==> config.mk <==
export PLATFORM = sky130hd
export DESIGN_NAME = databus_mem_responder_flat
export DESIGN_NICKNAME = d
export VERILOG_FILES = /design/src/rtl/databus_if.sv /design/src/rtl/databus_mem_responder.sv /design/src/flat_wrapper.sv
export SDC_FILE = /design/constraint.sdc
export NUM_CORES = 1
export LEC_CHECK = 0
export ABC_AREA = 1
export CAP_MARGIN = 30
export CORE_ASPECT_RATIO = 1.2
export CORE_MARGIN = 3
export CORE_UTILIZATION = 25
export DETAILED_ROUTE_END_ITERATION = 12
export PLACE_DENSITY_LB_ADDON = 0.12
export SETUP_SLACK_MARGIN = 0.1
export SYNTH_ARGS = -nofsm -noshare
export SYNTH_HDL_FRONTEND = slang
export SYNTH_SLANG_ARGS = --single-unit
export TNS_END_PERCENT = 30
==> constraint.sdc <==
create_clock -name clk -period 1.6 [get_ports clk]
set_input_delay 0.4 -clock clk [delete_from_list [all_inputs] [get_ports clk]]
set_output_delay 0.4 -clock clk [all_outputs]
set_load 0.05 [all_outputs]
==> src/rtl/databus_if.sv <==
// Versat databus request/response bundle: the master drives the request and
// write data, the slave returns ready, read data and last.
`default_nettype none

interface databus_if #(
  parameter int DATA_W = 8,
  parameter int ADDR_W = 2,
  parameter int LEN_W  = 2
);
  logic                  databus_valid;
  logic [ADDR_W-1:0]     databus_addr;
  logic [LEN_W-1:0]      databus_len;
  logic [DATA_W-1:0]     databus_wdata;
  logic [DATA_W/8-1:0]   databus_wstrb;
  logic                  databus_ready;
  logic [DATA_W-1:0]     databus_rdata;
  logic                  databus_last;

  modport master (
    output databus_valid, databus_addr, databus_len, databus_wdata, databus_wstrb,
    input  databus_ready, databus_rdata, databus_last
  );

  modport slave (
    input  databus_valid, databus_addr, databus_len, databus_wdata, databus_wstrb,
    output databus_ready, databus_rdata, databus_last
  );
endinterface

`default_nettype wire

==> src/rtl/databus_mem_responder.sv <==
// ============================================================================
// databus_mem_responder: preloadable word memory answering databus bursts
// with a programmable initial latency and registered ready/last/rdata.
// Revision: 1.0
// ============================================================================
`default_nettype none

module databus_mem_responder #(
  parameter int DATA_W  = 8,
  parameter int ADDR_W  = 2,
  parameter int LEN_W   = 2,
  parameter int LATENCY = 1
) (
  input  wire logic              clk,
  input  wire logic              rst,
  databus_if.slave               bus,
  input  wire logic              insertValue,
  input  wire logic [ADDR_W-1:0] addrToInsert,
  input  wire logic [DATA_W-1:0] valueToInsert
);

  localparam int DEPTH    = 2 ** ADDR_W;
  localparam int NB_LANES = DATA_W / 8;
  localparam logic [3:0] LAT_LAST = 4'((LATENCY > 0) ? LATENCY - 1 : 0);

  typedef enum logic [1:0] {
    S_IDLE = 2'd0,
    S_WAIT = 2'd1,
    S_BEAT = 2'd2,
    S_DONE = 2'd3
  } state_t;

  localparam state_t FIRST_STATE = (LATENCY > 0) ? S_WAIT : S_BEAT;

  state_t              state_q, state_d;
  logic [ADDR_W-1:0]   addr_q, addr_d;
  logic [LEN_W-1:0]    len_q, len_d;
  logic [LEN_W-1:0]    beat_q, beat_d;
  logic [3:0]          wait_q, wait_d;
  logic                is_wr_q, is_wr_d;
  logic                ready_q, ready_d;
  logic                last_q, last_d;
  logic [DATA_W-1:0]   rdata_q, rdata_d;
  logic                w_wr_beat;

  logic [DATA_W-1:0]   mem_q [DEPTH];

  always_ff @(posedge clk or negedge rst) begin
    if (!rst) begin
      state_q <= S_IDLE;
      addr_q  <= '0;
      len_q   <= '0;
      beat_q  <= '0;
      wait_q  <= '0;
      is_wr_q <= 1'b0;
      ready_q <= 1'b0;
      last_q  <= 1'b0;
      rdata_q <= '0;
    end else begin
      state_q <= state_d;
      addr_q  <= addr_d;
      len_q   <= len_d;
      beat_q  <= beat_d;
      wait_q  <= wait_d;
      is_wr_q <= is_wr_d;
      ready_q <= ready_d;
      last_q  <= last_d;
      rdata_q <= rdata_d;
    end
  end

  always_comb begin
    state_d   = state_q;
    addr_d    = addr_q;
    len_d     = len_q;
    beat_d    = beat_q;
    wait_d    = wait_q;
    is_wr_d   = is_wr_q;
    ready_d   = 1'b0;
    last_d    = 1'b0;
    rdata_d   = rdata_q;
    w_wr_beat = 1'b0;
    case (state_q)
      S_IDLE: begin
        if (bus.databus_valid) begin
          addr_d  = bus.databus_addr;
          len_d   = bus.databus_len;
          is_wr_d = |bus.databus_wstrb;
          beat_d  = '0;
          wait_d  = '0;
          state_d = FIRST_STATE;
        end
      end
      S_WAIT: begin
        if (!bus.databus_valid) begin
          state_d = S_IDLE;
        end else if (wait_q == LAT_LAST) begin
          state_d = S_BEAT;
        end else begin
          wait_d = wait_q + 4'd1;
        end
      end
      S_BEAT: begin
        // Master abort: no beat is issued and no write happens on this edge.
        if (!bus.databus_valid) begin
          state_d = S_IDLE;
        end else begin
          ready_d = 1'b1;
          if (is_wr_q) begin
            w_wr_beat = 1'b1;
          end else begin
            rdata_d = mem_q[addr_q];
          end
          addr_d = addr_q + 1'b1;
          beat_d = beat_q + 1'b1;
          if (beat_q == len_q) begin
            last_d  = 1'b1;
            state_d = S_DONE;
          end
        end
      end
      S_DONE: begin
        state_d = S_IDLE;
      end
      default: begin
        state_d = S_IDLE;
      end
    endcase
  end

  // Memory is deliberately outside the reset domain; the insert is written
  // last so it overrides a same-address write beat.
  always_ff @(posedge clk) begin
    if (w_wr_beat) begin
      for (int b = 0; b < NB_LANES; b++) begin
        if (bus.databus_wstrb[b]) begin
          mem_q[addr_q][b*8 +: 8] <= bus.databus_wdata[b*8 +: 8];
        end
      end
    end
    if (insertValue) begin
      mem_q[addrToInsert] <= valueToInsert;
    end
  end

  assign bus.databus_ready = ready_q;
  assign bus.databus_last  = last_q;
  assign bus.databus_rdata = rdata_q;

endmodule

`default_nettype wire

==> src/flat_wrapper.sv <==
// flat-port wrapper written by rule: the top's interface ports become plain ports
module databus_mem_responder_flat 
#(
  parameter int DATA_W  = 8,
  parameter int ADDR_W  = 2,
  parameter int LEN_W   = 2,
  parameter int LATENCY = 1
)
  (clk, rst, insertValue, addrToInsert, valueToInsert, bus_databus_valid, bus_databus_addr, bus_databus_len, bus_databus_wdata, bus_databus_wstrb, bus_databus_ready, bus_databus_rdata, bus_databus_last);
  databus_if #(.DATA_W(DATA_W), .ADDR_W(ADDR_W), .LEN_W(LEN_W)) bus_i ();
  input  wire logic clk;
  input  wire logic rst;
  input  wire logic insertValue;
  input  wire logic [ADDR_W-1:0] addrToInsert;
  input  wire logic [DATA_W-1:0] valueToInsert;
  input wire logic [$bits(bus_i.databus_valid)-1:0] bus_databus_valid;
  input wire logic [$bits(bus_i.databus_addr)-1:0] bus_databus_addr;
  input wire logic [$bits(bus_i.databus_len)-1:0] bus_databus_len;
  input wire logic [$bits(bus_i.databus_wdata)-1:0] bus_databus_wdata;
  input wire logic [$bits(bus_i.databus_wstrb)-1:0] bus_databus_wstrb;
  output wire logic [$bits(bus_i.databus_ready)-1:0] bus_databus_ready;
  output wire logic [$bits(bus_i.databus_rdata)-1:0] bus_databus_rdata;
  output wire logic [$bits(bus_i.databus_last)-1:0] bus_databus_last;
  assign bus_i.databus_valid = bus_databus_valid;
  assign bus_i.databus_addr = bus_databus_addr;
  assign bus_i.databus_len = bus_databus_len;
  assign bus_i.databus_wdata = bus_databus_wdata;
  assign bus_i.databus_wstrb = bus_databus_wstrb;
  assign bus_databus_ready = bus_i.databus_ready;
  assign bus_databus_rdata = bus_i.databus_rdata;
  assign bus_databus_last = bus_i.databus_last;
  databus_mem_responder #(.DATA_W(DATA_W), .ADDR_W(ADDR_W), .LEN_W(LEN_W), .LATENCY(LATENCY)) u_core (.clk(clk), .rst(rst), .bus(bus_i), .insertValue(insertValue), .addrToInsert(addrToInsert), .valueToInsert(valueToInsert));
endmodule
Word level (Yosys, flattened, before mapping)
Memories as Yosys holds them, arrays and structs flattened. A register that Yosys moved wholly into a read port is not among the register bits.
Index checks and enable logic that the tools add are counted.
{ "word_totals": {"out_inout_bits": 10, "ramBits": 32, "ff_bits": 15, "memories": 1, "inputBits": 27} }
{ "classes": {"muxes": 29, "addsub": 3, "bitwise": 1, "reduce_logical": 10, "n_eq_ne": 10} }
{ "mem_list": {"columns": ["memory", "depth", "word_bits", "rd", "rd_ports_with_merged_regs", "write_ports", "line_no", "text"], "rows": [
  ["u_core.mem_q", 4, 8, 1, 1, 2, "databus_mem_responder.sv:46", "logic [DATA_W-1:0] mem_q [DEPTH];"]
]} }
{ "op_table": {"columns": ["cell", "count"], "rows": [
  ["2-bit two-way mux", 9],
  ["1-bit two-way mux", 13],
  ["4-bit two-way mux", 3],
  ["3-bit AND reduction", 3],
  ["2-bit != test, second input constant", 4],
  ["2-bit case mux with 2 select lines", 2],
  ["2-bit case mux with 4 select lines", 1],
  ["4-bit case mux with 2 select lines", 1],
  ["3-bit by 2-bit != test with 1-bit output, second input constant", 2],
  ["2-bit by 1-bit adder with 2-bit output, second input constant", 2],
  ["4-bit by 1-bit adder with 4-bit output, second input constant", 1],
  ["2-bit equality test, second input constant", 2],
  ["4-bit logical NOT", 1],
  ["4-bit AND reduction", 1],
  ["2-bit nonzero test", 2],
  ["2-bit by 1-bit equality test with 1-bit output, second input constant", 1],
  ["2-bit equality test", 1],
  ["2-bit logical NOT", 1],
  ["2-bit AND reduction", 1],
  ["1-bit logical NOT", 1],
  ["1-bit inverter", 1]
]} }

Depth between registers and ports, before layout
{ "depth": {"ltp_word": 5, "ltp_mapped": 8, "ltp_nobuf": 7} }

Worst setup path after synthesis
Ideal clock, no wire load.
{ "synth_timing": {"path_kind": "register to register", "from": "register u_core.addr_q[0]", "to": "memory u_core.mem_q[0][0], enable pin", "path_stages_with_launch": 7, "required_ps": 1226, "t_arrival_ps": 1360, "slack_ps": -134, "n_path_buf": 2, "path_cell_list": "dfrtp_1 buf_2 buf_2 inv_1 ha_1 inv_1 o21ai_1"} }
{ "synth_lines": {"columns": ["item", "line_no", "text"], "rows": [
  ["start: declaration", "databus_mem_responder.sv:36", "logic [ADDR_W-1:0] addr_q, addr_d;"],
  ["start signal: assignment", "databus_mem_responder.sv:61", "addr_q <= addr_d;"],
  ["end: declaration", "databus_mem_responder.sv:46", null]
]} }

==> summary.md <==
| Metric | Value |
|---|---|
| Final worst slack | 118.6 ps |
| Num CTS Buffers | 5 |
| Syn avg cell area | 8.092 sq um |
| Largest net degree at the start of global routing | 25 |
| Fmax achieved | 0.6751 GHz |
| Ys Warns | 0 |
| CP Class | flip-flop to flip-flop |
| Post-synth top cells | nand2_1, inv_1, nor2_1, o21ai_0, edfxtp_1 |
| Grt ovf | 0 |
| Worst min-delay path category | primary input to asynchronous set/reset pin |
| EDFF count, synth | 32 |
| Top post-synthesis cells by area | edfxtp_1, dfrtp_1, nand2_1 |
| First-pass iteration count of the detailed router | 4 |
| Clk_skew | 7.943 ps |
| Die ar. | 12,610 sq um |
| Max-cap violations | 0 |
| Hold_buf cts | 0 |
| Yosys reg bits | 55 |
| Most used DFF post-synth | edfxtp_1 |
| DR vias | 2,247 |
| Critical path arrival | 1450 ps |
| RSZ-0062 raised after global routing | true |
| Synth top area share | 34.03% |
| Crit path time final | 1481 ps |
| Antenna Nets Post-Route | 0 |
| R2R Path Start | u_core.state_q[0] |
| Nets | 437 |
| Worst Setup Start Kind | flip-flop |
| DR vias/cell | 4.208 |
| Mapped cell area | 2824 sq um |
| CTS tree | built |
| Initial core utilization | 26.21% |
| Htree depth | 2 |
| Status | completed |
| Final Max Tran Viols | 0 |
| Port Buffers | 36 |
| Post-Route WL | 6747 um |
| Leakage power | 1.768 nW |
| Most common cell in the synthesized netlist | nand2_1 |
| Worst slack at placement | -332.8 ps |
| Multi-input logic area | 1110 sq um |
| Critical path fanouts, max | 8 |
| Initial antenna violation count | 0 |
| Diode count | 0 |
| # fillers | 1,127 |
| Area grow syn2layout | 35.36% |
| DRC Markers | 0 |
| Cell count after synthesis | 349 |
| Die Ht | 122.4 um |
| Tot Pwr | 4.671 mW |
| Num rows | 41 |
| Tot GR Track Use | 11.52% |
| Clk sinks | 55 |
| Crit. Startpoint | u_core.state_q[0] |
| Sequential-to-total area share from yosys stat | 54.41% |
| WL per Instance | 12.63 um |
| Final core utilization | 35.48% |
| Post-synth ARST share | 41.82% |
| Final Hold Fails | 0 |
| Placed Area | 3632 sq um |
| Yosys top cell by area | edfxtp_1 |
| Core area | 10,770 sq um |
| Worst slew pin tran | 298.0 ps |
| Pwr/cell area | 1222 nW/um^2 |
| Clk buf depth | 2 |
| I/O pin cnt | 37 |
| First-pass GRT wire length | 11,110 um |
| Hold slack | 450.7 ps |
| Final setup viols | 0 |
| Clk slew on worst S/H paths | 70 ps |
| Worst skew pair latency | 290 ps |
| Syn_nets | 382 |
| Die Wd | 103.0 um |
| FF/Latch Area | 1536 sq um |
| DRT iter0 DRCs | 158 |
| Vias in the first global route | 2,196 |
| Worst rel slew slack | 80.13% |
| Peak VDD IR | 580.6 uV |
| Fin area | 3822 sq um |
| Tcrit/Tclk final | 92.58% |
| Critical path capture point type | flip-flop |
| Root Buffer Master | clkbuf_16 |
| Post-synthesis cell type count | 21 |
| Layout cells sized above 1 | 13.09% |
| Worst path required time | 1570 ps |
| RD Place Congestion | 0.7865 |
| HPWL after DPL | 5440 um |
==> cell usage in the layout, fill, tap and decap left out, drive strengths merged <==
cell type,count
dlymetal6s2s,1
buf,33
nand3,9
o21ai,52
a21oi,6
clkdlybuf4s50,24
dfrtp,23
clkbuf,5
inv,49
nand2,117
ha,6
edfxtp,32
nand4,2
clkinv,1
dlygate4sd2,1
nor2,43
xnor2,1
==> logic make-up after synthesis <==
logic type	after synthesis	synth area share, %
AND/OR/NAND/NOR	171	24.01
AO/OA/AOI/OAI	58	10.28
buffers and inverters	58	8.329
flip-flops	55	54.41
adder cells (fa/ha/maj)	6	2.658
XOR/XNOR	1	0.3102
==> report_power, final <==
part | internal, mW | switching [mW]
clock network | 0.604 | 0.540
logic | 0.727 | 0.949
registers | 1.69 | 0.159
==> worst max-delay path, stage by stage, from the launching register on <==
cell	delay, ps
dfrtp_1	390
inv_2	100
nand2_2	70
nor2_4	110
nand3_4	160
o21ai_4	320
==> per-layer routing <==
| layer | GRT usage, % | vias up | part of all wire [%] |
|---|---|---|---|
| li1 | - | 1212 | - |
| met1 | 14.79 | 973 | 46 |
| met2 | 19.42 | 50 | 48 |
| met3 | 2.217 | 12 | 4.1 |
| met4 | 3.563 | 0 | 2.0 |
| met5 | 0 | - | 0 |
==> final timing paths <==
path	slack, ps	cells after the start	endpoint
worst max-delay path	120	5	u_core.mem_q[2][1]
worst min-delay path	450	2	u_core.wait_q[2]
worst max register to register	120	5	u_core.mem_q[2][1]
worst min register to register	520	2	u_core.wait_q[3]
max in group asynchronous	920	2	u_core.bus.databus_rdata[6]
min in group clk	520	2	u_core.wait_q[3]
==> flip-flops by register name (all words and copies together) (netlist names) <==
register,cells
u_core.mem_q,32
u_core.bus.databus_rdata,8
u_core.wait_q,4
u_core.addr_q,2
u_core.beat_q,2
u_core.len_q,2
u_core.state_q,2
u_core.bus.databus_last,1
u_core.bus.databus_ready,1
u_core.is_wr_q,1
==> area by class of cell <==
class	instances	share of cell area, %
Clock buffer	5	3.273
Clock inverter	3	0.7529
Inverter	47	4.615
Multi-Input combinational cell	236	29.03
Sequential cell	55	40.20
Tap cell	129	4.223
Timing Repair Buffer	59	17.91
==> timing repair <==
action	in CTS	in global routing
setup buffers	1	2
pin swaps	3	1
cloned	0	0
endpoints found under the setup margin	32	36
gates resized for setup	1	1
==> stage by stage <==
stage / cells / TNS (ps)
after floorplan: 349 / 0
after global placement: 523 / -14680
after detailed placement: 523 / -14510
after CTS: 532 / 0
after global routing: 534 / 0
final: 534 / 0
Note: power is estimated with default switching activity, not from simulation.
